==> config.mk <==
export PLATFORM = sky130hd
export DESIGN_NAME = regfile_wb_arbiter_flat
export DESIGN_NICKNAME = d
export VERILOG_FILES = /design/src/rtl/regfile_wb_arbiter_if.sv /design/src/rtl/regfile_wb_arbiter.sv /design/src/flat_wrapper.sv
export SDC_FILE = /design/constraint.sdc
export NUM_CORES = 1
export LEC_CHECK = 0
export CORE_MARGIN = 1.5
export CORE_UTILIZATION = 30
export DETAILED_ROUTE_END_ITERATION = 10
export RECOVER_POWER = 50
export SLEW_MARGIN = 20
export SYNTH_ARGS = -nofsm -noshare
export SYNTH_HDL_FRONTEND = slang
export SYNTH_SLANG_ARGS = --single-unit
==> constraint.sdc <==
create_clock -name clk -period 2.8 [get_ports clk]
set_input_delay 0.28 -clock clk [delete_from_list [all_inputs] [get_ports clk]]
set_output_delay 0.28 -clock clk [all_outputs]
set_load 0.02 [all_outputs]
==> src/rtl/regfile_wb_arbiter_if.sv <==
// Writeback bus between the two writeback requesters, the issue logic and the arbiter.
// The arbiter takes the slave modport; the requester side takes master.
interface regfile_wb_arbiter_if #(
  parameter int unsigned DATA_W = 8,
  parameter int unsigned ADDR_W = 3
);
  localparam int unsigned NREGS = 2 ** ADDR_W;

  logic              a_valid;
  logic [ADDR_W-1:0] a_addr;
  logic [DATA_W-1:0] a_data;
  logic              a_ready;
  logic              b_valid;
  logic [ADDR_W-1:0] b_addr;
  logic [DATA_W-1:0] b_data;
  logic              b_ready;
  logic              claim_valid;
  logic [ADDR_W-1:0] claim_addr;
  logic              claim_ready;
  logic [NREGS-1:0]  pending;
  logic              rf_w_en;
  logic [ADDR_W-1:0] rf_write_addr;
  logic [DATA_W-1:0] rf_write_data;

  modport slave (
    input  a_valid, a_addr, a_data, b_valid, b_addr, b_data, claim_valid, claim_addr,
    output a_ready, b_ready, claim_ready, pending, rf_w_en, rf_write_addr, rf_write_data
  );

  modport master (
    output a_valid, a_addr, a_data, b_valid, b_addr, b_data, claim_valid, claim_addr,
    input  a_ready, b_ready, claim_ready, pending, rf_w_en, rf_write_addr, rf_write_data
  );
endinterface

==> src/rtl/regfile_wb_arbiter.sv <==
// Round-robin arbiter for the single register-file write port, with a registered write
// stage and a pending-write scoreboard that issue logic uses to reserve destinations.
module regfile_wb_arbiter #(
  parameter int unsigned DATA_W = 8,
  parameter int unsigned ADDR_W = 3
) (
  input logic                 clk,
  input logic                 rst_n,
  regfile_wb_arbiter_if.slave bus
);
  localparam int unsigned NREGS = 2 ** ADDR_W;
  localparam logic [NREGS-1:0] NonZeroMask = {{(NREGS - 1){1'b1}}, 1'b0};

  logic              w_grant_a;
  logic              w_grant_b;
  logic              w_claim_ready;
  logic [NREGS-1:0]  w_set;
  logic [NREGS-1:0]  w_clr;

  logic              r_last_b;
  logic              r_w_en;
  logic [ADDR_W-1:0] r_addr;
  logic [DATA_W-1:0] r_data;
  logic [NREGS-1:0]  r_pending;

  // Readies are held low while in reset so nothing handshakes against a dropped stage.
  always_comb begin
    w_grant_a     = rst_n & bus.a_valid & (~bus.b_valid | r_last_b);
    w_grant_b     = rst_n & bus.b_valid & (~bus.a_valid | ~r_last_b);
    w_claim_ready = rst_n & bus.claim_valid &
                    ((bus.claim_addr == '0) | ~r_pending[bus.claim_addr]);
    w_set = '0;
    if (w_claim_ready && (bus.claim_addr != '0)) w_set[bus.claim_addr] = 1'b1;
    w_clr = '0;
    if (r_w_en) w_clr[r_addr] = 1'b1;
  end

  always_ff @(posedge clk or negedge rst_n) begin
    if (!rst_n) begin
      r_last_b  <= 1'b1;
      r_w_en    <= 1'b0;
      r_addr    <= '0;
      r_data    <= '0;
      r_pending <= '0;
    end else begin
      // Set is applied after clear so a fresh reservation survives a same-edge write.
      r_pending <= ((r_pending & ~w_clr) | w_set) & NonZeroMask;
      if (w_grant_a) begin
        r_last_b <= 1'b0;
        r_w_en   <= (bus.a_addr != '0);
        if (bus.a_addr != '0) begin
          r_addr <= bus.a_addr;
          r_data <= bus.a_data;
        end
      end else if (w_grant_b) begin
        r_last_b <= 1'b1;
        r_w_en   <= (bus.b_addr != '0);
        if (bus.b_addr != '0) begin
          r_addr <= bus.b_addr;
          r_data <= bus.b_data;
        end
      end else begin
        r_w_en <= 1'b0;
      end
    end
  end

  assign bus.a_ready       = w_grant_a;
  assign bus.b_ready       = w_grant_b;
  assign bus.claim_ready   = w_claim_ready;
  assign bus.pending       = r_pending;
  assign bus.rf_w_en       = r_w_en;
  assign bus.rf_write_addr = r_addr;
  assign bus.rf_write_data = r_data;
endmodule
==> src/flat_wrapper.sv <==
// flat-port wrapper written by rule: the top's interface ports become plain ports
module regfile_wb_arbiter_flat 
#(
  parameter int unsigned DATA_W = 8,
  parameter int unsigned ADDR_W = 3
)
  (clk, rst_n, bus_a_valid, bus_a_addr, bus_a_data, bus_b_valid, bus_b_addr, bus_b_data, bus_claim_valid, bus_claim_addr, bus_a_ready, bus_b_ready, bus_claim_ready, bus_pending, bus_rf_w_en, bus_rf_write_addr, bus_rf_write_data);
  regfile_wb_arbiter_if #(.DATA_W(DATA_W), .ADDR_W(ADDR_W)) bus_i ();
  input logic clk;
  input logic rst_n;
  input wire logic [$bits(bus_i.a_valid)-1:0] bus_a_valid;
  input wire logic [$bits(bus_i.a_addr)-1:0] bus_a_addr;
  input wire logic [$bits(bus_i.a_data)-1:0] bus_a_data;
  input wire logic [$bits(bus_i.b_valid)-1:0] bus_b_valid;
  input wire logic [$bits(bus_i.b_addr)-1:0] bus_b_addr;
  input wire logic [$bits(bus_i.b_data)-1:0] bus_b_data;
  input wire logic [$bits(bus_i.claim_valid)-1:0] bus_claim_valid;
  input wire logic [$bits(bus_i.claim_addr)-1:0] bus_claim_addr;
  output wire logic [$bits(bus_i.a_ready)-1:0] bus_a_ready;
  output wire logic [$bits(bus_i.b_ready)-1:0] bus_b_ready;
  output wire logic [$bits(bus_i.claim_ready)-1:0] bus_claim_ready;
  output wire logic [$bits(bus_i.pending)-1:0] bus_pending;
  output wire logic [$bits(bus_i.rf_w_en)-1:0] bus_rf_w_en;
  output wire logic [$bits(bus_i.rf_write_addr)-1:0] bus_rf_write_addr;
  output wire logic [$bits(bus_i.rf_write_data)-1:0] bus_rf_write_data;
  assign bus_i.a_valid = bus_a_valid;
  assign bus_i.a_addr = bus_a_addr;
  assign bus_i.a_data = bus_a_data;
  assign bus_i.b_valid = bus_b_valid;
  assign bus_i.b_addr = bus_b_addr;
  assign bus_i.b_data = bus_b_data;
  assign bus_i.claim_valid = bus_claim_valid;
  assign bus_i.claim_addr = bus_claim_addr;
  assign bus_a_ready = bus_i.a_ready;
  assign bus_b_ready = bus_i.b_ready;
  assign bus_claim_ready = bus_i.claim_ready;
  assign bus_pending = bus_i.pending;
  assign bus_rf_w_en = bus_i.rf_w_en;
  assign bus_rf_write_addr = bus_i.rf_write_addr;
  assign bus_rf_write_data = bus_i.rf_write_data;
  regfile_wb_arbiter #(.DATA_W(DATA_W), .ADDR_W(ADDR_W)) u_core (.clk(clk), .rst_n(rst_n), .bus(bus_i));
endmodule
==> summary.txt, run 1 <==
CP required: 2.52 ns
slowest CP cell: clkdlybuf4s50_1
Clock Power Share: 13.8%
chip width: 62.1 um
post-synth top area share: 45.5%
Mapped Cells: 88
n_diodes: 0
vias per cell: 4.96
Worst Skew: 0.00596 ns
Inst Count DP: 186
Final min period: 2.69 ns
clk sinks: 20
H-tree Lvls: 1
CP Capture Type: primary output
non-filler cells, final: 190
clk_lat worst skew: 0.29 ns
Synth Area in Adders: 0%
final setup TNS: 0 ns
Final #Nets: 175
Power Density: 734 nW/um^2
Max-Cap Viols: 0
Residual DRC: 0
Leak Pwr: 0.645 nW
Rel. slew slack: 54.3%
most frequent cells in the layout: 47 x clkdlybuf4s50_1, 23 x mux2_2, 19 x dfrtp_1
Hold Violations, Final: 0
status: finished, final reports clean
crit share post-route: 96.1%
hold buffers post-CTS: 0
Post-Synth XOR/XNOR Area: 0%
first-pass GRT wire length: 4.08 mm
syn_area_per_cell: 11.9 sq um
Core Region: 3340 sq um
GR Util All Layers: 14.5%
Buffers on Ports: 51
Routed wire per std cell: 13.8 um
number of global-route vias before repair: 963
Worst Hold Class: flip-flop to flip-flop
Internal Dissipation: 0.000771 W
worst-path cell chain: clkdlybuf4s50_1, mux4_2, a22o_1, a311oi_1, clkdlybuf4s50_1
root buffer cell: clkbuf_4
Max Transition Viols Final: 0
Synth warnings: 0
Setup crit start kind: input port
setup violators final: 0
area of the multi-input gates: 513 sq um
Setup CP Type: input port to primary output
most common cell after layout, fill and taps aside: clkdlybuf4s50_1
total power: 0.00121 W
setup bufs post-CTS: 0
crit-path most repeated cell: clkdlybuf4s50_1
worst r2r src: u_core.r_last_b
multiplexer area fraction after synthesis: 26.9%
worst stage delay on the critical path: 0.65 ns
total wire length: 2.62 mm
complex-gate fraction of the synthesized area: 12.6%
RSZ-0062 raised after global routing: no
Critical path origin: bus_claim_addr[0]
Reg power frac: 40.1%
Post-DRT Antenna Nets: 0
worst hold slack: 0.507 ns
post-CTS sizing: 0
syn nets: 118
FP Rows: 21
maximum VDD drop: 0.000268 V
Longest Clk Path Bufs: 2
global placement routability congestion: 0.884
clk slew on worst S/H paths: 0.11 ns
HP Start: u_core.r_last_b
FF+latch area: 502 sq um
global route overflow: 0
Netlist cell types: 25
Num CTS Buffers: 3
register area share after synthesis: 48.0%
io pins: 53
Starting Density: 31.3%
CTS tree: built
Critical Path Fanout Max: 2
Worst Tran Pin Value: 0.685 ns
sw power: 0.000439 W
sw frac: 36.3%
Gate power share: 46.1%
initial antenna violation count: 0
area leader, netlist: dfrtp_1
flops & latches, synth: 20
Area Overhead vs Synth: 57.7%
Initial DRC Count: 28
Filler cells: 320
drt first pass iters: 4
share of cells above drive strength 1: 23.6%
DIE AREA: 3850 sq um
vias: 942
Syn Std Cell Area: 1050 sq um
die height: 62.1 um
Post-Synth Simple-Gate Area: 9.21%
detailed placer's ending HPWL: 2.13 mm
largest family of logic cells by synthesized area: multiplexers
largest net degree at the start of global routing: 14
Synth area leaders: dfrtp_1 45%, mux2_2 25%, nor2b_1 3.0%
max frequency: 372 MHz
critical path arrival: 2.41 ns
[synthesized netlist by cell type]
library cell,count
or3_1,2
a311oi_1,1
nand4_1,1
a21oi_2,1
a41oi_1,3
a22o_1,1
buf_2,1
inv_1,2
buf_6,1
mux4_2,1
conb_1,1
nand3_1,1
and3_2,1
nor2_1,2
nand2_1,7
o21ai_0,3
a21oi_1,5
a31oi_1,3
mux2_2,23
dfstp_2,1
o31ai_1,1
nor2b_1,5
buf_4,1
dfrtp_1,19
a22oi_2,1
[power groups by stage]
stage	Clock, W	Combinational [W]	Sequential [W]
global route	0.000191	0.000601	0.000499
detailed placement	0	0.000571	0.000490
finish	0.000167	0.000559	0.000485
CTS	0.000176	0.000573	0.000486
global placement	0	0.000563	0.000489
floorplan	0	0.000172	0.000585
[flip-flops by register name, indices dropped and copies added (netlist names)]
register and flops:
u_core.bus.rf_w_en 1, u_core.bus.pending 7, u_core.bus.rf_write_addr 3, u_core.bus.rf_write_data 8, u_core.r_last_b 1
[layout make-up]
class,count,area share [%]
Clock buffer,4,2.20
Inverter,2,0.455
Multi-Input combinational cell,63,31.1
Sequential cell,20,30.4
Tap cell,46,3.49
Timing Repair Buffer,55,32.3
[per-stage QoR]
step           util [%]  worst slack [ns]  cell area [sq um]
3_5_place_dp       48.6            0.0772               1620
5_1_grt            49.4            0.0179               1650
2_1_floorplan         -             0.755               1050
3_3_place_gp       48.6             0.130               1620
6_report           49.4             0.109               1650
4_1_cts            49.6            0.0694               1660
[worst max-delay path, delay by kind of cell]
family	cells	cell delay, ns
buf+inv	2	1.15
mux	1	0.50
compound gates	2	0.48
[per-layer routing]
metal / wire (um) / track usage [%] / vias up
li1: - / - / 441
met1: 1080 / 17.3 / 440
met2: 1190 / 23.8 / 57
met3: 312 / 4.55 / 4
met4: 29 / 6.69 / 0
met5: 0 / 0 / -
[kinds of logic (layout without fill, tap and decap cells)]
family / count (synthesis) / count (layout)
multiplexers: 24 / 24
AND/OR/NAND/NOR: 19 / 19
AO/OA/AOI/OAI: 19 / 19
flip-flops: 20 / 20
buffers and inverters: 5 / 61
other: 1 / 1
[worst paths after layout]
check	end	slack [ns]	cells past startpoint
max	bus_claim_ready	0.11	5
min	u_core.r_last_b	0.51	2
max reg2reg	u_core.bus.rf_write_addr[2]	0.96	5
min reg2reg	u_core.r_last_b	0.51	2
max in group asynchronous	u_core.bus.rf_write_addr[1]	1.69	2
min in group asynchronous	u_core.bus.rf_write_data[4]	0.59	2
No activity file was read; power rests on OpenSTA's default activity.
==> run 2: changes to the inputs <==
--- a/config.mk
+++ b/config.mk
@@ -6,8 +6,9 @@
 export NUM_CORES = 1
 export LEC_CHECK = 0
 export CORE_MARGIN = 1.5
-export CORE_UTILIZATION = 30
+export CORE_UTILIZATION = 42
 export DETAILED_ROUTE_END_ITERATION = 10
+export PLACE_DENSITY = 0.84
 export RECOVER_POWER = 50
 export SLEW_MARGIN = 20
 export SYNTH_ARGS = -nofsm -noshare
==> run 2 against run 1 <==
  * Cell count down 9.5%
  * Sequential power about the same
  * Sequential share of layout area up 0.42 points
  * Die area down 27%
  * Count of clock-buffer cells in the layout unchanged
  * Combinational power down 0.9%
  * Clock power is essentially flat
  * Clock skew is 0.0033 ns lower
  * Sequential cell count stayed put
  * Setup slack better by 0.0011 ns
  * Largest power group unchanged
  * Highest routed layer unchanged
==> summary.txt, run 2 (same netlist as run 1, synthesis figures left out) <==
detailed placer's ending HPWL: 2.05 mm (was 2.13 mm)
CP required: 2.52 ns (about the same)
Reg power frac: 40.2% (was 40.1%)
Power Density: 741 nW/um^2 (was 734 nW/um^2)
Residual DRC: 0 (unchanged)
post-CTS sizing: 0 (unchanged)
worst r2r src: u_core.r_last_b (unchanged)
Setup crit start kind: input port (unchanged)
io pins: 53 (unchanged)
Max-Cap Viols: 0 (unchanged)
status: finished, final reports clean (unchanged)
critical path arrival: 2.41 ns (about the same)
vias per cell: 5.40 (was 4.96)
chip width: 52.9 um (was 62.1 um)
Max Transition Viols Final: 0 (unchanged)
clk sinks: 20 (unchanged)
Clock Power Share: 13.9% (was 13.8%)
Setup CP Type: input port to primary output (unchanged)
FP Rows: 17 (was 21)
global route overflow: 0 (unchanged)
first-pass GRT wire length: 4.20 mm (was 4.08 mm)
most frequent cells in the layout: 47 x clkdlybuf4s50_1, 23 x mux2_2, 19 x dfrtp_1 (unchanged)
setup violators final: 0 (unchanged)
Reg2Reg Capture Point: u_core.bus.rf_write_addr[1] (was u_core.bus.rf_write_addr[2])
root buffer cell: clkbuf_4 (unchanged)
Internal Dissipation: 0.000771 W (about the same)
final setup TNS: 0 ns (unchanged)
Rel. slew slack: 49.2% (was 54.3%)
Final min period: 2.69 ns (about the same)
Final #Nets: 175 (unchanged)
max frequency: 372 MHz (about the same)
final instance area: 1630 sq um (was 1650 sq um)
Buffers on Ports: 51 (unchanged)
global placement routability congestion: 0.749 (was 0.884)
share of cells above drive strength 1: 23.6% (unchanged)
Core Region: 2280 sq um (was 3340 sq um)
path depth of the worst reg2reg path: 5 (unchanged)
GR Util All Layers: 20.7% (was 14.5%)
most common cell after layout, fill and taps aside: clkdlybuf4s50_1 (unchanged)
Gate power share: 46.0% (was 46.1%)
Critical Path Sink: bus_claim_ready (unchanged)
Post-DP Area: 1600 sq um (was 1620 sq um)
Initial DRC Count: 8 (was 28)
Hold Violations, Final: 0 (unchanged)
R2R Setup Slk: 0.93 ns (was 0.96 ns)
crit share post-route: 96.1% (about the same)
hold buffers post-CTS: 0 (unchanged)
largest net degree at the start of global routing: 16 (was 14)
CP Capture Type: primary output (unchanged)
Inst Count DP: 168 (was 186)
Num CTS Buffers: 3 (unchanged)
vias: 928 (was 942)
Worst Hold Class: input port to asynchronous set/reset pin (was flip-flop to flip-flop)
Critical Path Fanout Max: 2 (unchanged)
CTS tree: built (unchanged)
DIE AREA: 2800 sq um (was 3850 sq um)
Worst Skew: 0.00268 ns (was 0.00596 ns)
Routed wire per std cell: 14.4 um (was 13.8 um)
sw frac: 36.0% (was 36.3%)
n_diodes: 0 (unchanged)
initial antenna violation count: 0 (unchanged)
Critical path origin: bus_claim_addr[0] (unchanged)
H-tree Lvls: 1 (unchanged)
Leak Pwr: 0.645 nW (unchanged)
Starting Density: 46.0% (was 31.3%)
Post-DRT Antenna Nets: 0 (unchanged)
maximum VDD drop: 0.000458 V (was 0.000268 V)
sw power: 0.000433 W (was 0.000439 W)
RSZ-0062 raised after global routing: no (unchanged)
drt first pass iters: 4 (unchanged)
Area Overhead vs Synth: 55.5% (was 57.7%)
setup bufs post-CTS: 0 (unchanged)
die height: 52.9 um (was 62.1 um)
max FFs per register: 8 (unchanged)
clk slew on worst S/H paths: 0.11 ns (about the same)
clk_lat worst skew: 0.30 ns (was 0.29 ns)
non-filler cells, final: 172 (was 190)
Worst Tran Pin Value: 0.762 ns (was 0.685 ns)
number of global-route vias before repair: 952 (was 963)
total wire length: 2.48 mm (was 2.62 mm)
Longest Clk Path Bufs: 2 (unchanged)
==> run 2: cell counts in the layout (fill, tap and decap cells not counted) <==
Identical to the previous run, type by type.
==> run 2: through the flow <==
step	hold WS [ns]	util (%)	total power (W)	setup slack, ns
floorplan	-0.0156	-	0.000757	0.755
global placement	0.477	70.2	0.00104	0.136
detailed placement	0.491	70.2	0.00105	0.0942
CTS	0.185	71.8	0.00122	0.0892
global route	0.258	71.5	0.00128	0.0498
finish	0.252	71.5	0.00120	0.110
==> run 2: worst min-delay path by stage <==
stage | from | endpoint | slack (ns)
2_1_floorplan | rst_n | u_core.bus.pending[1] | -0.02
3_3_place_gp | u_core.r_last_b | u_core.r_last_b | 0.48
3_5_place_dp | u_core.r_last_b | u_core.r_last_b | 0.49
4_1_cts | rst_n | u_core.bus.pending[1] | 0.19
5_1_grt | rst_n | u_core.bus.pending[1] | 0.26
6_report | rst_n | u_core.bus.pending[1] | 0.25
==> run 2: routing by layer <==
| metal | global-route usage [%] | vias to the layer above | share of wire (%) |
|---|---|---|---|
| li1 | - | 437 | - |
| met4 | 6.41 | 0 | 0.97 |
| met1 | 24.8 | 447 | 41 |
| met3 | 4.80 | 3 | 8.3 |
| met2 | 36.7 | 41 | 50 |
| met5 | 0 | - | 0 |
==> run 2: power groups by stage <==
| stage | Sequential (W) | Combinational, W | Clock (W) |
|---|---|---|---|
| finish | 0.000484 | 0.000554 | 0.000167 |
| global route | 0.000500 | 0.000599 | 0.000183 |
| CTS | 0.000484 | 0.000566 | 0.000172 |
| detailed placement | 0.000490 | 0.000565 | 0 |
| global placement | 0.000484 | 0.000554 | 0 |
| floorplan | 0.000585 | 0.000172 | 0 |
==> run 2: critical path, stage by stage <==
cell,delay [ns]
clkdlybuf4s50_1,0.51
mux4_2,0.50
a22o_1,0.24
a311oi_1,0.24
clkdlybuf4s50_1,0.64
==> run 2: cell type report <==
cell class              count  area, sq um
flip-flops and latches     20          502
multi-input cells          63          513
repair buffers             55          533
clock buffers               4         36.3
well taps                  28         35.0
inverters                   2         7.51
fillers                   182          649
